**config.mk**
```make
export PLATFORM = sky130hd
export DESIGN_NAME = spi_ram_master_arb
export DESIGN_NICKNAME = d
export VERILOG_FILES = /design/src/rtl/spi_ram_master_arb.sv
export SDC_FILE = /design/constraint.sdc
export NUM_CORES = 1
export LEC_CHECK = 0
export ABC_CLOCK_PERIOD_IN_PS = 2900
export CAP_MARGIN = 15
export CORE_MARGIN = 3
export CORE_UTILIZATION = 47
export CTS_CLUSTER_SIZE = 28
export DETAILED_ROUTE_END_ITERATION = 6
export PLACE_DENSITY = 0.83
export SETUP_SLACK_MARGIN = 0.5
export SYNTH_ARGS = -nofsm -noshare
export SYNTH_HDL_FRONTEND = slang
export SYNTH_SLANG_ARGS = --single-unit
export TNS_END_PERCENT = 30
```
**constraint.sdc**
```tcl
create_clock -name clk -period 2.9 [get_ports clk]
set_input_delay 0.29 -clock clk [delete_from_list [all_inputs] [get_ports clk]]
set_output_delay 0.29 -clock clk [all_outputs]
set_load 0.05 [all_outputs]
```
**src/rtl/spi_ram_master_arb.sv**
```systemverilog
// spi_ram_master_arb: two-port round-robin arbiter driving a serial RAM over a framed SPI link
//   clk, rst                           clock, synchronous active-high reset
//   a_req/a_we/a_addr/a_wdata, a_ack    port A request (held until ack) and completion pulse
//   b_req/b_we/b_addr/b_wdata, b_ack    port B equivalents
//   rdata                              last read result, updated as the read's ack is raised
//   busy                               operation in progress
//   SS_n, MOSI, MISO                   SPI slave select (active-low), serial out, serial in, MSB first
module spi_ram_master_arb #(
   parameter int GAP_CYCLES = 1
) (
   input  logic       clk,
   input  logic       rst,
   input  logic       a_req,
   input  logic       a_we,
   input  logic [7:0] a_addr,
   input  logic [7:0] a_wdata,
   output logic       a_ack,
   input  logic       b_req,
   input  logic       b_we,
   input  logic [7:0] b_addr,
   input  logic [7:0] b_wdata,
   output logic       b_ack,
   output logic [7:0] rdata,
   output logic       busy,
   output logic       SS_n,
   output logic       MOSI,
   input  logic       MISO
);
   typedef enum logic [2:0] {IDLE, SETUP, SHIFT, GAP, TURN, RECV, DONE} state_t;
   localparam logic [3:0] GAP_LAST = 4'(GAP_CYCLES - 1);
   state_t     state_q, state_d;
   logic [3:0] cnt_q, cnt_d;
   logic       frame_q, frame_d;
   logic [9:0] tx_q, tx_d;
   logic [7:0] rx_q, rx_d;
   logic [7:0] rdata_q, rdata_d;
   logic       we_q, we_d;
   logic [7:0] wdata_q, wdata_d;
   // port being served (0 A, 1 B); kept after DONE so it doubles as the last-grant pointer
   logic       gnt_q, gnt_d;
   always_ff @(posedge clk) begin
      if (rst) begin
         state_q <= IDLE;
         cnt_q   <= '0;
         frame_q <= 1'b0;
         tx_q    <= '0;
         rx_q    <= '0;
         rdata_q <= '0;
         we_q    <= 1'b0;
         wdata_q <= '0;
         gnt_q   <= 1'b1;
      end else begin
         state_q <= state_d;
         cnt_q   <= cnt_d;
         frame_q <= frame_d;
         tx_q    <= tx_d;
         rx_q    <= rx_d;
         rdata_q <= rdata_d;
         we_q    <= we_d;
         wdata_q <= wdata_d;
         gnt_q   <= gnt_d;
      end
   end
   always_comb begin
      state_d = state_q;
      cnt_d   = cnt_q;
      frame_d = frame_q;
      tx_d    = tx_q;
      rx_d    = rx_q;
      rdata_d = rdata_q;
      we_d    = we_q;
      wdata_d = wdata_q;
      gnt_d   = gnt_q;
      case (state_q)
         IDLE: if (a_req || b_req) begin
            gnt_d   = (a_req && b_req) ? ~gnt_q : b_req;
            we_d    = gnt_d ? b_we : a_we;
            wdata_d = gnt_d ? b_wdata : a_wdata;
            // frame 1 command: 00 write address, 10 read address
            tx_d    = {~we_d, 1'b0, gnt_d ? b_addr : a_addr};
            frame_d = 1'b0;
            state_d = SETUP;
         end
         SETUP: begin
            cnt_d   = '0;
            state_d = SHIFT;
         end
         SHIFT: begin
            tx_d  = {tx_q[8:0], 1'b0};
            cnt_d = cnt_q + 4'd1;
            if (cnt_q == 4'd9) begin
               cnt_d   = '0;
               state_d = !frame_q ? GAP : (we_q ? DONE : TURN);
            end
         end
         GAP: begin
            cnt_d = cnt_q + 4'd1;
            if (cnt_q == GAP_LAST) begin
               frame_d = 1'b1;
               tx_d    = we_q ? {2'b01, wdata_q} : {2'b11, 8'h00};
               state_d = SETUP;
            end
         end
         TURN: begin
            cnt_d   = '0;
            state_d = RECV;
         end
         RECV: begin
            rx_d  = {rx_q[6:0], MISO};
            cnt_d = cnt_q + 4'd1;
            // capture the final bit directly so rdata is already valid during DONE
            if (cnt_q == 4'd7) begin
               rdata_d = rx_d;
               state_d = DONE;
            end
         end
         DONE: state_d = IDLE;
         default: state_d = IDLE;
      endcase
   end
   always_comb begin
      SS_n  = !(state_q inside {SETUP, SHIFT, TURN, RECV});
      MOSI  = (state_q == SHIFT) && tx_q[9];
      a_ack = (state_q == DONE) && !gnt_q;
      b_ack = (state_q == DONE) && gnt_q;
      busy  = state_q != IDLE;
   end
   assign rdata = rdata_q;
endmodule

```
# [After elaboration in Yosys (flattened, before gate mapping)]
# Index checks and enable logic that the tools add are counted.
[totals] word_cells=65 latch_bits=0 n_memories=0 out_inout_bits=13 mem_bits_rw=0 input_bits=39 ff_bits=43 rom_bits=0
[op_classes] magnitude_cmp=0 eq_ne=12 add_sub_neg=1 mul=0 reduce_logical=21 mux=20 shifts=0 div=0 bitwise=2
[op_table] op="10-bit two-way mux" n=3
[op_table] op="10-bit one-hot mux with 3 select lines" n=1
[op_table] op="3-bit one-hot mux with 6 select lines" n=1
[op_table] op="8-bit two-way mux" n=2
[op_table] op="3-bit two-way mux" n=5
[op_table] op="4-bit one-hot mux with 3 select lines" n=1
[op_table] op="3-bit == test (second input constant)" n=3
[op_table] op="3-bit nonzero test" n=3
[op_table] op="2-bit inequality test (second input constant)" n=4
[op_table] op="3-bit by 2-bit == test with 1-bit output (second input constant)" n=2
[op_table] op="3-bit AND reduction" n=2
[op_table] op="4-bit by 1-bit adder with 4-bit output (second input constant)" n=1
[op_table] op="4-bit by 3-bit == test with 1-bit output (second input constant)" n=1
[op_table] op="4-bit == test (second input constant)" n=1
[op_table] op="1-bit logical AND" n=4
[op_table] op="4-bit zero test" n=1
[op_table] op="1-bit two-way mux" n=4
[op_table] op="4-bit two-way mux" n=1
[op_table] op="2-bit AND reduction" n=2
[op_table] op="4-bit AND reduction" n=1
[op_table] op="4-bit nonzero test" n=1
[op_table] op="2-bit OR reduction" n=2
[op_table] op="3-bit by 1-bit == test with 1-bit output (second input constant)" n=1
[op_table] op="3-bit zero test" n=1
[op_table] op="other kinds (6)" n=8

# [Longest topological paths before layout]
# Gate-level depths: netlist (run 1).
[logic_depth] depth_word=6 depth_mapped=7 depth_no_buf=6

# [Least setup slack after synthesis (run 1)]
# OpenSTA, ideal clock, no wires.
[synth_timing] kind="reg-to-output" startpoint="register state_q[2]" endpoint="output a_ack" path_buffers=2 path_stages_with_launch=5 slack_ps=205 arrival_ps=2405 required_time_ps=2610 path_cell_list="dfxtp_1 > buf_2 > inv_1 > clkbuf_1 > nor4_1"
[synth_between] elab_chain_len=2
[synth_lines] element="from (decl)" line="31" source="state_t state_q, state_d;"
[synth_lines] element="from (signal assigned)" line="53" source="state_q <= state_d;"
[synth_lines] element="3-bit == test" line="124" source="a_ack = (state_q == DONE) && !gnt_q;"
[synth_lines] element="1-bit logical AND" line="124"
[synth_lines] element="to (decl)" line="17" source="output logic a_ack,"
# Every way passes these cells.

# [Worst setup path in the final report (run 1)]
[layout_timing] startpoint="register state_q[1]" endpoint="output SS_n"
[layout_between] elab_chain_len=3 word_cells_on_any_way=6 classes_between="eq/ne: 4; reduce/logical: 2"
[layout_lines] element="3-bit by 1-bit == test with 1-bit output, or another cell as far along" line="122" source="SS_n = !(state_q inside {SETUP, SHIFT, TURN, RECV});"
[layout_lines] element="4-bit nonzero test (*)" line="122"
[layout_lines] element="1-bit zero test (*)" line="122"
[layout_lines] element="to (decl)" line="25" source="output logic SS_n,"
# Every way passes the cells marked *; elsewhere a longest branch is shown, timed or not.

==> results.md, run 1 <==
- Antenna viol nets, final: 0
- NetSw: 658 uW
- Crit-path max FO: 15
- Final Hold Fails: 0
- Worst EP required: 2.61 ns
- Min cycle time layout: 2.35 ns
- Routed wire per std cell: 14.9 um
- Slew @ Worst Pin: 0.887 ns
- Gr usage total: between 10% and 20%
- Synth Net Count: 289
- Vias in the first global route: 1890
- Largest net degree at the start of global routing: a little over 40
- Cell area after synthesis: 2290 um^2
- Drt first pass iters: 4
- Clk pwr share: 19.8%
- Max_slew headroom: approximately 40%
- Initial antenna violation count: 0
- Total power: 1800 uW
- Seq/Total Area, Yosys: 37.6%
- Setup Buffers After CTS: 0
- Post-DP Area: between 2000 and 3000 um^2
- Nets: roughly 330
- CTS Buf Count: 5
- LEAKAGE: 0.00113 uW
- Fillers: between 300 and 400
- Post-synthesis register bit count: between 40 and 50
- Clock root cell: clkbuf_8
- DRC Markers: 0
- Int Pwr: 1140 uW
- # diodes: 0
- Core ar.: around 4500 um^2
- Largest stage delay on the critical path: about 0.80 ns
- IO Port Bufs: 51
- Clock transition at path regs: 0.08 ns
- Grt ovf: 0
- Rows: 24
- Final WL: 5320 um
- Post-Syn Instances: 247
- Full die area: 5740 um^2
- Finished Cell Area: 2920 um^2
- R2r setup slk: 0.93 ns
- CP max-delay cell: clkdlybuf4s50_1
- Outcome: finished clean
- Share of power burned in registers: 42.3%
- Clock buffer depth: 2
- TritonCTS clock tree: built
- Worst hold slack: 0.477 ns
- Clk sink count: between 40 and 50
- Critical path launch point type: register
- Max-cap violations: 0
- Crit path DAT: 2.06 ns
- Ports: 52
- Crit path kind: reg2out
- Synth Flop Type: dfxtp_1
- Fin crit share: about 80%
- Peak Freq: ~430 MHz
- Worst path cell trace: buf_4 -> nor3_4 -> inv_2 -> nand2_1 -> clkdlybuf4s50_1
- Critical path endpoint category: output port
- VDD IR max: 0.359 mV
- First-pass GRT wire length: 8660 um
- Synth cell types: 48
- Syn Area/Cell: 9.26 um^2
- Final WS setup: 0.551 ns
- PD cells: 618 nW/um^2
- H-tree levels: 2
- Die X: 75.8 um
- Final TNS setup: 0 ns
- Final setup vio count: 0
- Hpwl dp: 3800 um
- Initial core utilization: 50.5%
- Clock Latency Late Sink: 0.29 ns
- Die Ht: between 70 and 80 um
- Routed via count: 1995
- Max-slew violation count: 0
- Vias per cell: roughly 5.6
- Area grow syn2layout: 27.4%
- Asr flop ratio synth: 0%
- Unrepaired setup endpoints after global routing: yes
- Sw frac: 36.5%
- Number of synthesized flops with an enable pin: 0
- Combinational group share of total power: 37.9%
- Layout cells sized above 1: 13.0%
- Final GP Congestion: 0.791
- Min-delay worst type: reg2reg
- Synth warn: 0
- Drt initial violations: 169
- Clk_skew: about 0.0053 ns
- Pre-CTS setup slack: 0.648 ns
## state kept, by name (all words and copies together) (netlist names)
register  cells
gnt_q         1
frame_q       1
rx_q          7
tx_q         10
we_q          1
rdata         8
state_q       3
wdata_q       8
cnt_q         4
## path summary, 6_finish.rpt
kind	depth (start not counted)	endpoint	startpoint
worst max-delay path	5	SS_n	state_q[1]$_SDFFE_PP0P_
worst max register to register	5	cnt_q[1]$_SDFFE_PP0P_	state_q[1]$_SDFFE_PP0P_
worst min-delay path	2	tx_q[6]$_SDFFE_PP0P_	tx_q[6]$_SDFFE_PP0P_
worst min register to register	2	tx_q[6]$_SDFFE_PP0P_	tx_q[6]$_SDFFE_PP0P_
## power by group through the flow
stage / logic [uW] / clock network [uW] / registers (uW)
global placement: 665 / 0 / 770
floorplan: 551 / 0 / 738
CTS: 681 / 368 / 760
global route: 748 / 387 / 775
detailed placement: 680 / 0 / 774
finish: 683 / 357 / 763
## worst max-delay path: cells and delay by family (launching register included)
kind	cells	cell delay (ns)
buffers and inverters	3	1.11
AND/OR/NAND/NOR	2	0.30
flip-flops	1	0.35
## final cells by class
| type | count | area, um^2 | share of cell area, % |
|---|---|---|---|
| clock buffer | 7 | 76.3 | 2.62 |
| multi-input combinational | 174 | 1280 | 44.0 |
| tap | 65 | 81.3 | 2.79 |
| clock inverter | 1 | 5.00 | 0.172 |
| inverter | 8 | 30.0 | 1.03 |
| sequential | 43 | 862 | 29.6 |
| timing repair buffer | 60 | 577 | 19.8 |
## synthesized netlist by cell type (2+ instances only)
| master | n | share of area [%] |
|---|---|---|
| dfxtp_1 | 43 | 38 |
| and3_1 | 9 | 2.5 |
| o2111ai_1 | 8 | 3.1 |
| nand2_1 | 5 | 0.82 |
| nor2_1 | 31 | 5.1 |
| inv_1 | 6 | 0.98 |
| o32ai_2 | 2 | 1.4 |
| and3b_1 | 2 | 0.77 |
| clkbuf_1 | 9 | 1.5 |
| xor2_1 | 2 | 0.77 |
| o21ai_0 | 12 | 2.6 |
| inv_2 | 2 | 0.33 |
| a211oi_2 | 2 | 1.1 |
| buf_4 | 3 | 0.98 |
| a211oi_1 | 11 | 3.6 |
| o211ai_1 | 2 | 0.66 |
| ha_1 | 3 | 1.6 |
| nor2b_1 | 4 | 1.1 |
| nand3_1 | 2 | 0.44 |
| a211o_1 | 8 | 3.1 |
| a21oi_1 | 16 | 3.5 |
| mux2i_1 | 25 | 11 |
| buf_2 | 6 | 1.3 |
| mux2_2 | 7 | 3.4 |
| nor3_1 | 2 | 0.44 |
| buf_6 | 3 | 1.5 |
## metrics by stage
stage / utilization (%) / cells
after floorplan: - / 247
final: 64.3 / 358
after CTS: 64.3 / 358
after global placement: 62.5 / 350
after global routing: 64.3 / 358
after detailed placement: 62.5 / 350
## kinds of logic after synthesis
group	after synthesis	synth area share (%)
compound gates	71	23.2
fa+ha+maj	3	1.64
flops	43	37.6
mux	32	14.4
buf+inv	30	6.72
xor+xnor	3	1.15
simple gates	65	15.3
## what timing repair did
item,4_1_cts,5_1_grt
hold buffers,0,0
endpoints found under the setup margin,1,5
gates resized for setup,1,1
## placed cells by master, fill, tap and decap left out, types with 2 or more instances in the layout
| cell | instances |
|---|---|
| clkdlybuf4s50_1 | 50 |
| o2111ai_1 | 8 |
| and3b_1 | 2 |
| dfxtp_1 | 42 |
| and3_1 | 9 |
| inv_2 | 2 |
| buf_4 | 9 |
| xor2_1 | 2 |
| nand2_1 | 5 |
| inv_1 | 6 |
| clkbuf_1 | 2 |
| a211o_1 | 8 |
| a211oi_1 | 11 |
| mux2i_1 | 25 |
| nor2_1 | 31 |
| nand3_1 | 2 |
| a21oi_1 | 16 |
| clkbuf_8 | 5 |
| o211ai_1 | 2 |
| mux2_2 | 7 |
| o32ai_2 | 2 |
| a211oi_2 | 2 |
| ha_1 | 3 |
| nor3_1 | 2 |
| o21ai_0 | 12 |
| nor2b_1 | 4 |
## routing by layer
metal	wire, um	GRT usage, %	part of all wire [%]
met5	0	0	0
met4	48	6.41	0.90
met3	306	3.69	5.8
met2	2560	31.4	48
met1	2410	25.7	45
Power figures use the tool's default switching activity.
==> run 2, diff against run 1 <==
Settings changed: ABC_CLOCK_PERIOD_IN_PS 2900 to 2200.
Clock period 2.9 ns to 2.2 ns, I/O delays scaled along.
==> run 2 against run 1 <==
Compared with the run above: clock power increased by 37%; core utilization increased by 4.0 points; first-iteration DRC count increased by 50%; combinational power increased by 58%; critical path type unchanged; cell count increased by 1.7%; wire length increased by 4.0%; critical path depth unchanged; via count increased by 2.1%.
==> results.md, run 2 (same netlist as run 1, synthesis figures left out) <==
- Outcome: finished clean
- Post-DP Area: approximately 2900 um^2
- CTS Buf Count: 5
- Routed via count: just over 2000
- Clk pwr share: approximately a fifth
- Clk_skew: 0.00523 ns
- Largest net degree at the start of global routing: 41
- Drt initial violations: 253
- Combinational group share of total power: 41.6%
- Int Pwr: between 1500 and 2000 uW
- Final Hold Fails: 0
- Initial antenna violation count: 0
- Full die area: 5740 um^2
- Drt first pass iters: 4
- Core ar.: 4530 um^2
- IO Port Bufs: roughly 50
- Final setup vio count: 0
- Max_slew headroom: between 60% and 70%
- FF+latch area: a little under 900 um^2
- Antenna viol nets, final: 0
- Worst EP required: 1.98 ns
- RR Endpoint: state_q[1]$_SDFFE_PP0P_
- LEAKAGE: 0.00121 uW
- Fillers: 334
- VDD IR max: 0.501 mV
- Initial core utilization: 50.5%
- First-pass GRT wire length: 8710 um
- Ports: 52
- Hpwl dp: 3790 um
- Largest register FFs: 10
- Gr usage total: 19.5%
- Final TNS setup: 0 ns
- # diodes: 0
- Worst hold slack: 0.479 ns
- NetSw: 945 uW
- Max-slew violation count: 0
- Clock root cell: clkbuf_8
- Most frequent cells in the layout: clkdlybuf4s50_1, dfxtp_1, nor2_1, mux2i_1, a21oi_1
- R2r setup slk: 0.58 ns
- R2r startpoint: cnt_q[1]$_SDFFE_PP0P_
- Rows: 24
- Clock buffer depth: 2
- Worst Hold Path EP: tx_q[8]$_SDFFE_PP0P_
- DRC Markers: 0
- Grt ovf: 0
- Die Ht: 75.8 um
- Total power: between 2000 and 3000 uW
- Vias per cell: 5.60
- Clock transition at path regs: approximately 0.080 ns
- H-tree levels: 2
- Critical path endpoint category: output port
- Slew @ Worst Pin: 0.499 ns
- Crit path DAT: roughly 1.5 ns
- Area of the multi-input gates: approximately 1300 um^2
- Crit-path max FO: 8
- Unrepaired setup endpoints after global routing: yes
- Nets: 340
- Die X: 75.8 um
- Vias in the first global route: 1939
- Area grow syn2layout: 35.3%
- Top reg by flops: tx_q
- Min-delay worst type: reg2reg
- Final WL: 5530 um
- PD cells: 836 nW/um^2
- Final GP Congestion: 0.838
- Clk sink count: 43
- Worst hold path startpoint: tx_q[8]$_SDFFE_PP0P_
- Routed wire per std cell: 15.2 um
- Max-cap violations: 0
- Fin crit share: around 77%
- Crit path kind: reg2out
- FF-to-FF path depth: 7
- TritonCTS clock tree: built
- Peak Freq: 593 MHz
- Cell count of the worst hold path: 2
- Layout cells sized above 1: 19.4%
- Critical path launch point type: register
- Clock Latency Late Sink: 0.29 ns
- Post-CTS Hold Fix Bufs: 0
- Sw frac: a little over a third
- Share of power burned in registers: between 30% and 40%
- Commonest non-fill, non-tap cell in the layout: clkdlybuf4s50_1
- Finished Cell Area: approximately 3100 um^2
- Min cycle time layout: 1.69 ns
[run 2: cell count changes in the layout (fill, tap and decap cells not counted), sizes merged]
cell	previous run	this run
inv	8	7
clkdlybuf4s50	50	46
dlygate4sd2	1	0
clkbuf	7	6
buf	9	20
clkinvlp	0	2
[run 2: layout make-up]
type / count / area share, %
multi-input combinational: 174 / 43.2
sequential: 43 / 28.2
timing repair buffer: 66 / 22.1
tap: 65 / 2.63
clock buffer: 6 / 2.34
inverter: 8 / 1.09
clock inverter: 2 / 0.404
[run 2: worst max path at each step]
stage	slack, ns	from	endpoint	depth (start not counted)
floorplan	0.46	state_q[2]$_SDFFE_PP0P_	a_ack	4
global placement	0.25	b_req	tx_q[9]$_SDFFE_PP0P_	6
detailed placement	0.20	b_req	tx_q[6]$_SDFFE_PP0P_	6
CTS	0.50	b_req	tx_q[6]$_SDFFE_PP0P_	6
global route	0.43	state_q[1]$_SDFFE_PP0P_	SS_n	5
finish	0.51	state_q[1]$_SDFFE_PP0P_	SS_n	5
[run 2: through the flow]
| step | std cells | utilization (%) | setup slack [ns] |
|---|---|---|---|
| finish | 364 | 68.3 | 0.515 |
| global placement | 350 | 63.6 | 0.254 |
| CTS | 361 | 66.6 | 0.501 |
| floorplan | 247 | - | 0.463 |
| detailed placement | 350 | 63.6 | 0.200 |
| global route | 364 | 68.3 | 0.435 |
[run 2: power groups by stage]
stage	Combinational [uW]	Sequential [uW]	Clock, uW
after floorplan	733	974	0
after global placement	918	1030	0
after detailed placement	943	1030	0
after CTS	990	1010	502
after global routing	1170	1040	535
final	1080	1020	489
[run 2: critical path, cell delays in order, from the launching register on]
cell,delay [ns]
dfxtp_4,0.38
buf_4,0.15
nor3_4,0.22
inv_2,0.14
nand2_1,0.14
buf_12,0.15
[run 2: metal layers]
| metal | up-vias | global-route usage, % | part of all wire, % | routed length [um] |
|---|---|---|---|---|
| li1 | 1000 | - | - | - |
| met1 | 966 | 25.6 | 44 | 2450 |
| met2 | 67 | 32.3 | 49 | 2730 |
| met3 | 4 | 3.83 | 5.6 | 308 |
| met4 | 0 | 5.63 | 0.72 | 40 |
| met5 | - | 0 | 0 | 0 |
[run 2: what timing repair did]
action                                  CTS  global route
pin swaps                                 0             1
endpoints found under the setup margin   15            24
setup buffers                             3             3
cloned                                    0             0
resized for setup                        10             9
